File: src/rtl/preg_pkg.sv
// Physical-register naming shared by rename, ROB, retire and the free list.
package preg_pkg;
  localparam int NUM_PREG = 64;
  localparam int NUM_AREG = 32;
  localparam int PREG_W   = $clog2(NUM_PREG);
  localparam int FL_DEPTH = NUM_PREG - NUM_AREG;
  localparam int FL_IDX_W = $clog2(FL_DEPTH);
  localparam int PREG_X0  = 0;

  typedef logic [PREG_W-1:0] preg_t;

  // p0 backs x0 and must never enter the free list
  function automatic logic is_x0(input preg_t p);
    return p == preg_t'(PREG_X0);
  endfunction
endpackage

File: src/rtl/preg_free_bitmap.sv
// Double-free checker: tracks which physical registers sit in the free list
// and rejects a release of a register that is already free.
module preg_free_bitmap
  import preg_pkg::*;
(
  input  logic              clk,
  input  logic              rst,
  input  logic              pop,
  input  logic [PREG_W-1:0] pop_preg,
  input  logic              rel_chk,
  input  logic [PREG_W-1:0] rel_preg,
  output logic              reject,
  output logic              err_double_free
);

  logic [NUM_PREG-1:0] is_free;

  // A release racing the pop of the same register is legal: it is leaving
  // the list on this edge, so re-entering it is not a duplicate.
  always_comb begin
    reject = rel_chk & is_free[rel_preg] & ~(pop & (pop_preg == rel_preg));
  end

  // Bitmap tracks list membership; set on push wins over clear on pop
  always_ff @(posedge clk) begin
    if (rst) begin
      for (int i = 0; i < NUM_PREG; i++)
        is_free[i] <= (i >= NUM_AREG);
      err_double_free <= 1'b0;
    end else begin
      if (pop)
        is_free[pop_preg] <= 1'b0;
      if (rel_chk & ~reject)
        is_free[rel_preg] <= 1'b1;
      err_double_free <= reject;
    end
  end

endmodule

File: src/rtl/preg_free_list.sv
// Physical-register free list: 32-entry circular FIFO of free pregs,
// popped by rename (first-word fall-through) and refilled by retire.
// Optional double-free checker enabled by defining PREG_FREE_CHECK_EN.
module preg_free_list
  import preg_pkg::*;
(
  input  logic              clk,
  input  logic              rst,
  input  logic              alloc_req,
  output logic              alloc_valid,
  output logic [PREG_W-1:0] alloc_preg,
  output logic              stall,
  input  logic              rel_valid,
  input  logic [PREG_W-1:0] rel_preg,
  output logic              rel_ready,
  output logic [PREG_W-1:0] free_count,
  output logic              err_double_free
);

  logic [FL_DEPTH-1:0][PREG_W-1:0] mem;
  logic [FL_IDX_W:0]               head, tail;
  logic                            empty, pop, rel_fire, drop, reject, push;

  // Handshake decode; rel_ready comes only from registered state so a
  // same-cycle pop can never open the retire port.
  always_comb begin
    empty       = (head == tail);
    alloc_valid = ~empty;
    alloc_preg  = mem[head[FL_IDX_W-1:0]];
    stall       = alloc_req & ~alloc_valid;
    rel_ready   = free_count < PREG_W'(FL_DEPTH);
    pop         = alloc_req & alloc_valid;
    rel_fire    = rel_valid & rel_ready;
    drop        = is_x0(rel_preg);
    push        = rel_fire & ~drop & ~reject;
  end

`ifdef PREG_FREE_CHECK_EN
  preg_free_bitmap u_bitmap (
    .clk             (clk),
    .rst             (rst),
    .pop             (pop),
    .pop_preg        (alloc_preg),
    .rel_chk         (rel_fire & ~drop),
    .rel_preg        (rel_preg),
    .reject          (reject),
    .err_double_free (err_double_free)
  );
`else
  assign reject          = 1'b0;
  assign err_double_free = 1'b0;
`endif

  // FIFO storage and pointers; reset loads p32..p63 and marks the list full
  always_ff @(posedge clk) begin
    if (rst) begin
      for (int i = 0; i < FL_DEPTH; i++)
        mem[i] <= PREG_W'(NUM_AREG + i);
      head       <= '0;
      tail       <= {1'b1, {FL_IDX_W{1'b0}}};
      free_count <= PREG_W'(FL_DEPTH);
    end else begin
      if (push)
        mem[tail[FL_IDX_W-1:0]] <= rel_preg;
      if (pop)
        head <= head + 1'b1;
      if (push)
        tail <= tail + 1'b1;
      free_count <= free_count + PREG_W'(push) - PREG_W'(pop);
    end
  end

endmodule

File: config.mk
export PLATFORM = sky130hd
export DESIGN_NAME = preg_free_list
export DESIGN_NICKNAME = d
export VERILOG_FILES = /design/src/rtl/preg_pkg.sv /design/src/rtl/preg_free_bitmap.sv /design/src/rtl/preg_free_list.sv
export SDC_FILE = /design/constraint.sdc
export NUM_CORES = 1
export LEC_CHECK = 0
export BUFFER_PORTS_ARGS = -buffer_cell sky130_fd_sc_hd__buf_2
export CAP_MARGIN = 30
export CORE_MARGIN = 5
export CORE_UTILIZATION = 40
export DETAILED_ROUTE_END_ITERATION = 10
export GPL_TIMING_DRIVEN = 0
export RECOVER_POWER = 100
export SLEW_MARGIN = 10
export SYNTH_ARGS = -nofsm -noshare
export SYNTH_HDL_FRONTEND = slang
export SYNTH_SLANG_ARGS = --single-unit
export TNS_END_PERCENT = 30
File: constraint.sdc
create_clock -name clk -period 3.1 [get_ports clk]
set_input_delay 0.31 -clock clk [delete_from_list [all_inputs] [get_ports clk]]
set_output_delay 0.31 -clock clk [all_outputs]
set_load 0.005 [all_outputs]
==> results of run 1 <==
worst min-delay path, cell delays in order:
cell and delay [ns]:
buf_2 0.14, mux2i_1 0.09, nor2_1 0.08
power by group:
group / switching [mW] / leakage (nW) / internal, mW
Clock: 1.16 / 0.386 / 1.69
Sequential: 0.0579 / 1.70 / 2.76
Combinational: 0.522 / 1.81 / 0.356
timing repair:
| action | CTS | global route |
|---|---|---|
| pin swaps | 0 | 1 |
| setup endpoints to repair | 6 | 7 |
| resized for setup | 11 | 18 |
sequential cells by signal, indices dropped and copies added, names as in the netlist:
register / count
free_count: 6
head: 6
mem: 192
tail: 6
cell type report:
class	instances	area, um^2	area share [%]
Multi-Input combinational cell	667	5530	47.8
Sequential cell	210	4210	36.3
Clock buffer	34	678	5.85
Buffer	86	498	4.30
Tap cell	330	413	3.56
Clock inverter	9	109	0.939
Timing Repair Buffer	18	87.6	0.756
Inverter	17	63.8	0.551
metrics by stage:
| stage | setup slack, ns | utilization, % | setup TNS [ns] | instance area (um^2) | total power [mW] |
|---|---|---|---|---|---|
| 2_1_floorplan | 0.380 | - | 0 | 10200 | 3.48 |
| 3_3_place_gp | 0.00907 | 42.6 | 0 | 10700 | 3.74 |
| 3_5_place_dp | 0.00693 | 42.6 | 0 | 10700 | 3.74 |
| 4_1_cts | -0.133 | 45.9 | -0.458 | 11600 | 6.61 |
| 5_1_grt | -0.0428 | 46.0 | -0.165 | 11600 | 6.79 |
| 6_report | 0.0631 | 46.0 | 0 | 11600 | 6.55 |
path summary, 6_finish.rpt:
kind / depth (start not counted) / to / startpoint
worst min-delay path: 3 / mem[36]$_SDFFE_PP0P_ / rel_preg[0]
worst max-delay path: 8 / alloc_preg[0] / head[2]$_SDFFE_PP0P_
worst max register to register: 13 / free_count[4]$_SDFF_PP0_ / tail[3]$_SDFFE_PP0P_
worst min register to register: 2 / mem[63]$_SDFFE_PP1P_ / mem[63]$_SDFFE_PP1P_
cells by family (layout without fill, tap and decap cells):
| logic type | Yosys count | count (layout) | share of synthesized area, % |
|---|---|---|---|
| AOI/OAI and AO/OA | 97 | 97 | 10.5 |
| xor gates and xnor gates | 11 | 11 | 0.942 |
| adders and majority gates | 12 | 12 | 1.54 |
| buffers and inverters | 103 | 164 | 5.13 |
| DFF | 210 | 210 | 41.1 |
| muxes | 222 | 222 | 26.3 |
| other | 1 | 1 | 0.0367 |
| and+or+nand+nor | 324 | 324 | 14.4 |
placed cells by master (no fill, tap or decap), types with 24 or more instances in the layout:
master       n
nand3_1     40
mux4_2      37
clkbuf_16   24
nand2_1    117
nand2b_1    32
dfxtp_1    209
buf_2       30
nor2_1      95
clkbuf_1    48
a211oi_4    28
mux2i_1    180
routing by layer:
metal / global-route usage [%] / vias to the layer above / share of wire, %
met2: 32.7 / 240 / 46
met5: 0 / - / 0
met4: 6.15 / 0 / 2.9
li1: - / 3533 / -
met3: 2.62 / 55 / 6.3
met1: 29.1 / 3681 / 45
==> reports/results.tsv, run 1 <==
metric	value	unit
dr.pass1.iters	5	
tightestPinTransition	0.927	ns
power.density	565	nW/um^2
hold_class	in2reg	
route.vias.total	7509	
syn_nets	1002	
antenna_left	0	
die_h	170	um
grt_overflow	0	
ys_types	48	
routed_via_density	5.48	
cap_violations	0	
track_usage	20.4	%
clock-sinks	210	
synthArstFlopShare	0	%
worst_ep_arrival_time	2.73	ns
finalHoldViolCount	0	
worst-r2r-setup-slack	0.23	ns
yosysMostFrequentCell	dfxtp_1	
crit_chain	buf_2 > clkbuf_4 > nand3_1 > buf_1 > o221ai_1 > a21oi_2 > a21oi_1 > buf_2	
place_congestion	0.836	
synth_ff_type	dfxtp_1	
ctsRootBufferMaster	clkbuf_16	
cpMaxStageDelayCell	buf_1	
slew-limit-headroom	38.2	%
cp-end-kind	primary output	
fillCellCount	2389	
clk_path_buf_depth	3	
floorplan.initialDensity	40.6	%
layout-drive-gt1-share	17.9	%
synth_area_leader_cell	dfxtp_1	
crit_path_start_kind	flop	
num_antenna_cells	0	
p_leak	3.90	nW
worstPathMaxFanout	10	
ctsHtreeMaxLevel	1	
port_buffers	18	
pin_count	26	
cts_buffers	24	
post_drt_wl_per_cell	21.3	um
synth_seq_area_share	41.1	%
fin_nets	1046	
first_global_vias	7443	
timing.final.crit_share	98.0	%
clk_pin_slew_worst_paths	0.06	ns
ys_top_cells_by_count	dfxtp_1, mux2i_1, nand2_1	
ys_top_cells_by_area	dfxtp_1, mux2i_1, mux4_2, a211oi_4, nand2_1	
grt_pass1_wl	45600	um
rsz0062_at_grt	yes	
yosys_warnings	0	
yosysTopAreaCellShare	41.1	%
synthToLayoutAreaGrowth	13.3	%
hpwl	20500	um
synth_edf_count	0	
fin_worst_skew	0.0243	ns
vdd_drop_max	0.419	mV
antenna_found_initial	0	
status	finished, final reports clean	
holdWs	0.130	ns
setup_violations	0	
hold_buffers	0	
path_common_cell	buf_2	
syn-cell-area	10200	um^2
wirelength	29300	um
cts_tree	done	
grt_max_degree	13	
cpPeakStageDelay	0.47	ns
avgSynthCellArea	10.4	um^2
synth-seq-cells	210	
slew_viol_final	0	
cp.required	2.79	ns
drt_iter0_drc	677	
finalNonFillerCells	1371	
cts_setup_buffers	0	
critPathBufInv	4	
drc	0	
fp.dieArea	28900	um^2
syn_inst	980	
path_delay_family	buffers and inverters	
rows	58	
insertion_delay	0.53	ns
critPathKind	reg2out	
timing.fmax	0.329	GHz
core-area	25200	um^2
post-place-cells	1328	
period_needed	3.04	ns
dieWidth	170	um
No activity file was read; power rests on OpenSTA's default activity.
==> run 2: changes to the inputs <==
--- a/config.mk
+++ b/config.mk
@@ -9,6 +9,7 @@
 export CAP_MARGIN = 30
 export CORE_MARGIN = 5
 export CORE_UTILIZATION = 40
+export CTS_BUF_LIST = sky130_fd_sc_hd__clkbuf_8
 export DETAILED_ROUTE_END_ITERATION = 10
 export GPL_TIMING_DRIVEN = 0
 export RECOVER_POWER = 100
==> constraint.sdc (replaced) <==
create_clock -name clk -period 3.1 [get_ports clk]
set_input_delay 0.465 -clock clk [delete_from_list [all_inputs] [get_ports clk]]
set_output_delay 0.465 -clock clk [all_outputs]
set_load 0.005 [all_outputs]
==> run 2 against run 1 <==
  * The flow now finishes with violations (max-capacitance violations, max-slew violations, negative setup slack)
  * Wire length increased by 3.1%
  * Hold slack improved by 0.15 ns
  * Sequential power about the same
  * Final cell count increased by 1.5%
  * Critical endpoint unchanged
==> reports/results.tsv, run 2 (synthesis results as in run 1) <==
metric	value	unit	change
drt_iter0_drc	632		-6.6%
fp.dieArea	28900	um^2	unchanged
whs_path_depth	3		unchanged
layout-drive-gt1-share	17.7	%	-0.16 points
drc	0		unchanged
fin_ws	-0.00186	ns	-0.0650 ns
timing.final.crit_share	100	%	+2.1 points
post_drt_wl_per_cell	21.7	um	+1.5%
cp-end-kind	primary output		
p_leak	3.91	nW	+0.42%
cts_setup_buffers	0		unchanged
holdWs	0.279	ns	+0.149 ns
tns	-0.00186	ns	-0.00186 ns
dieWidth	170	um	unchanged
first_global_vias	7649		+2.8%
antenna_found_initial	0		unchanged
crit_start	head[0]$_SDFFE_PP0P_		
p_comb_share	13.6	%	+0.2 points
slew_viol_final	45		+45
num_antenna_cells	0		unchanged
period_needed	3.10	ns	+0.0650 ns
vdd_drop_max	0.236	mV	-44%
cap_violations	7		+7
dr.pass1.iters	5		unchanged
layout_commonest_cell	dfxtp_1		
cts_tree	done		
worst_ep_arrival_time	2.64	ns	-0.09 ns
final_cell_area	11400	um^2	-2.0%
synthToLayoutAreaGrowth	11.0	%	
fin_worst_skew	0.0155	ns	-0.00882 ns
critPathKind	reg2out		
hold_class	in2reg		
ctsHtreeMaxLevel	2		+1
finalHoldViolCount	0		unchanged
clk_pin_slew_worst_paths	0.06	ns	about the same
route.vias.total	7645		+1.8%
timing.fmax	0.322	GHz	-2.1%
track_usage	20.9	%	+0.50 points
port_buffers	18		unchanged
rsz0062_at_grt	yes		
place_congestion	0.836		unchanged
grt_max_degree	11		-2
post_dp_cell_area	10700	um^2	unchanged
floorplan.initialDensity	40.6	%	unchanged
grt_overflow	0		unchanged
routed_via_density	5.49		+0.28%
setup_violations	1		+1
ctsRootBufferMaster	clkbuf_8		
p_int	4.61	mW	-4.1%
clkPwrFrac	42.3	%	-1.3 points
swShare	27.8	%	+1.2 points
slew-limit-headroom	-7.86	%	-46 points
largest_register	mem		
finalNonFillerCells	1392		+1.5%
status	finished, violations left		
tightestPinTransition	1.61	ns	+0.681 ns
clk_path_buf_depth	3		unchanged
largest_reg_flops	192		unchanged
reg2reg_depth	6		-7
fin_nets	1060		+1.3%
cp.required	2.63	ns	-0.16 ns
worst-r2r-setup-slack	0.20	ns	-0.03 ns
r2r_start	tail[1]$_SDFFE_PP0P_		
power.density	562	nW/um^2	-0.51%
clock-sinks	210		unchanged
wirelength	30200	um	+3.1%
violations	max-capacitance violations, max-slew violations, negative setup slack		
cts_buffers	38		+58%
post-route-util	45.1	%	-0.93 points
worstPathMaxFanout	10		unchanged
antenna_left	0		unchanged
crit_path_start_kind	flop		
hold_start	rel_preg[0]		
insertion_delay	0.54	ns	about the same
post-place-cells	1328		unchanged
power_switching	1.77	mW	+1.7%
core-area	25200	um^2	unchanged
pin_count	26		unchanged
rows	58		unchanged
power_frac_seq	44.2	%	+1.2 points
final_cell_mix	dfxtp_1, mux2i_1, nand2_1		
hold_end	mem[24]$_SDFFE_PP0P_		
hold_buffers	0		unchanged
reg2reg_to	mem[109]$_SDFFE_PP1P_		
die_h	170	um	unchanged
hpwl	20500	um	unchanged
grt_pass1_wl	46300	um	+1.6%
run 2: routing by layer:
| metal | vias up | global-route usage [%] | part of all wire, % |
|---|---|---|---|
| met5 | - | 0 | 0 |
| met4 | 0 | 7.74 | 3.1 |
| met3 | 58 | 3.25 | 5.9 |
| met2 | 234 | 33.3 | 46 |
| met1 | 3777 | 29.0 | 45 |
| li1 | 3576 | - | - |
run 2: power groups by stage:
| stage | Combinational [mW] | Clock, mW | Sequential [mW] |
|---|---|---|---|
| 2_1_floorplan | 0.615 | 0 | 2.86 |
| 3_3_place_gp | 0.862 | 0 | 2.87 |
| 3_5_place_dp | 0.867 | 0 | 2.88 |
| 4_1_cts | 0.902 | 2.74 | 2.82 |
| 5_1_grt | 0.946 | 2.87 | 2.83 |
| 6_report | 0.867 | 2.70 | 2.82 |
run 2: per-stage QoR:
step                power, mW  setup slack [ns]
CTS                      6.46          -0.00400
global placement         3.74            -0.146
floorplan                3.48             0.225
finish                   6.38          -0.00186
global route             6.64           -0.0273
detailed placement       3.74            -0.148
run 2: worst max-delay path by stage:
stage,to,slack [ns],cells after the start
detailed placement,free_count[4]$_SDFF_PP0_,-0.15,14
finish,alloc_preg[0],-0.002,9
global route,alloc_preg[0],-0.03,9
global placement,free_count[4]$_SDFF_PP0_,-0.15,14
CTS,alloc_preg[0],-0.004,7
floorplan,free_count[4]$_SDFF_PP0_,0.23,15
run 2: layout make-up:
| cell class | count | area, um^2 |
|---|---|---|
| clock inverters | 19 | 140 |
| multi-input cells | 667 | 5290 |
| repair buffers | 18 | 83.8 |
| well taps | 330 | 413 |
| clock buffers | 45 | 619 |
| plain buffers | 86 | 537 |
| flip-flops and latches | 210 | 4210 |
| inverters | 17 | 63.8 |
| fillers | 2415 | 13800 |
run 2: worst max-delay path, cell delays in order, from the launching register on:
cell	delay, ns
dfxtp_2	0.36
buf_12	0.17
buf_16	0.18
buf_8	0.18
buf_8	0.18
mux2i_2	0.25
o221ai_2	0.16
a21oi_2	0.30
a21oi_1	0.15
buf_2	0.15
run 2: what timing repair did:
| action | CTS | global route |
|---|---|---|
| resized for setup | 38 | 20 |
| endpoints found under the setup margin | 6 | 7 |
| pin swaps | 1 | 1 |
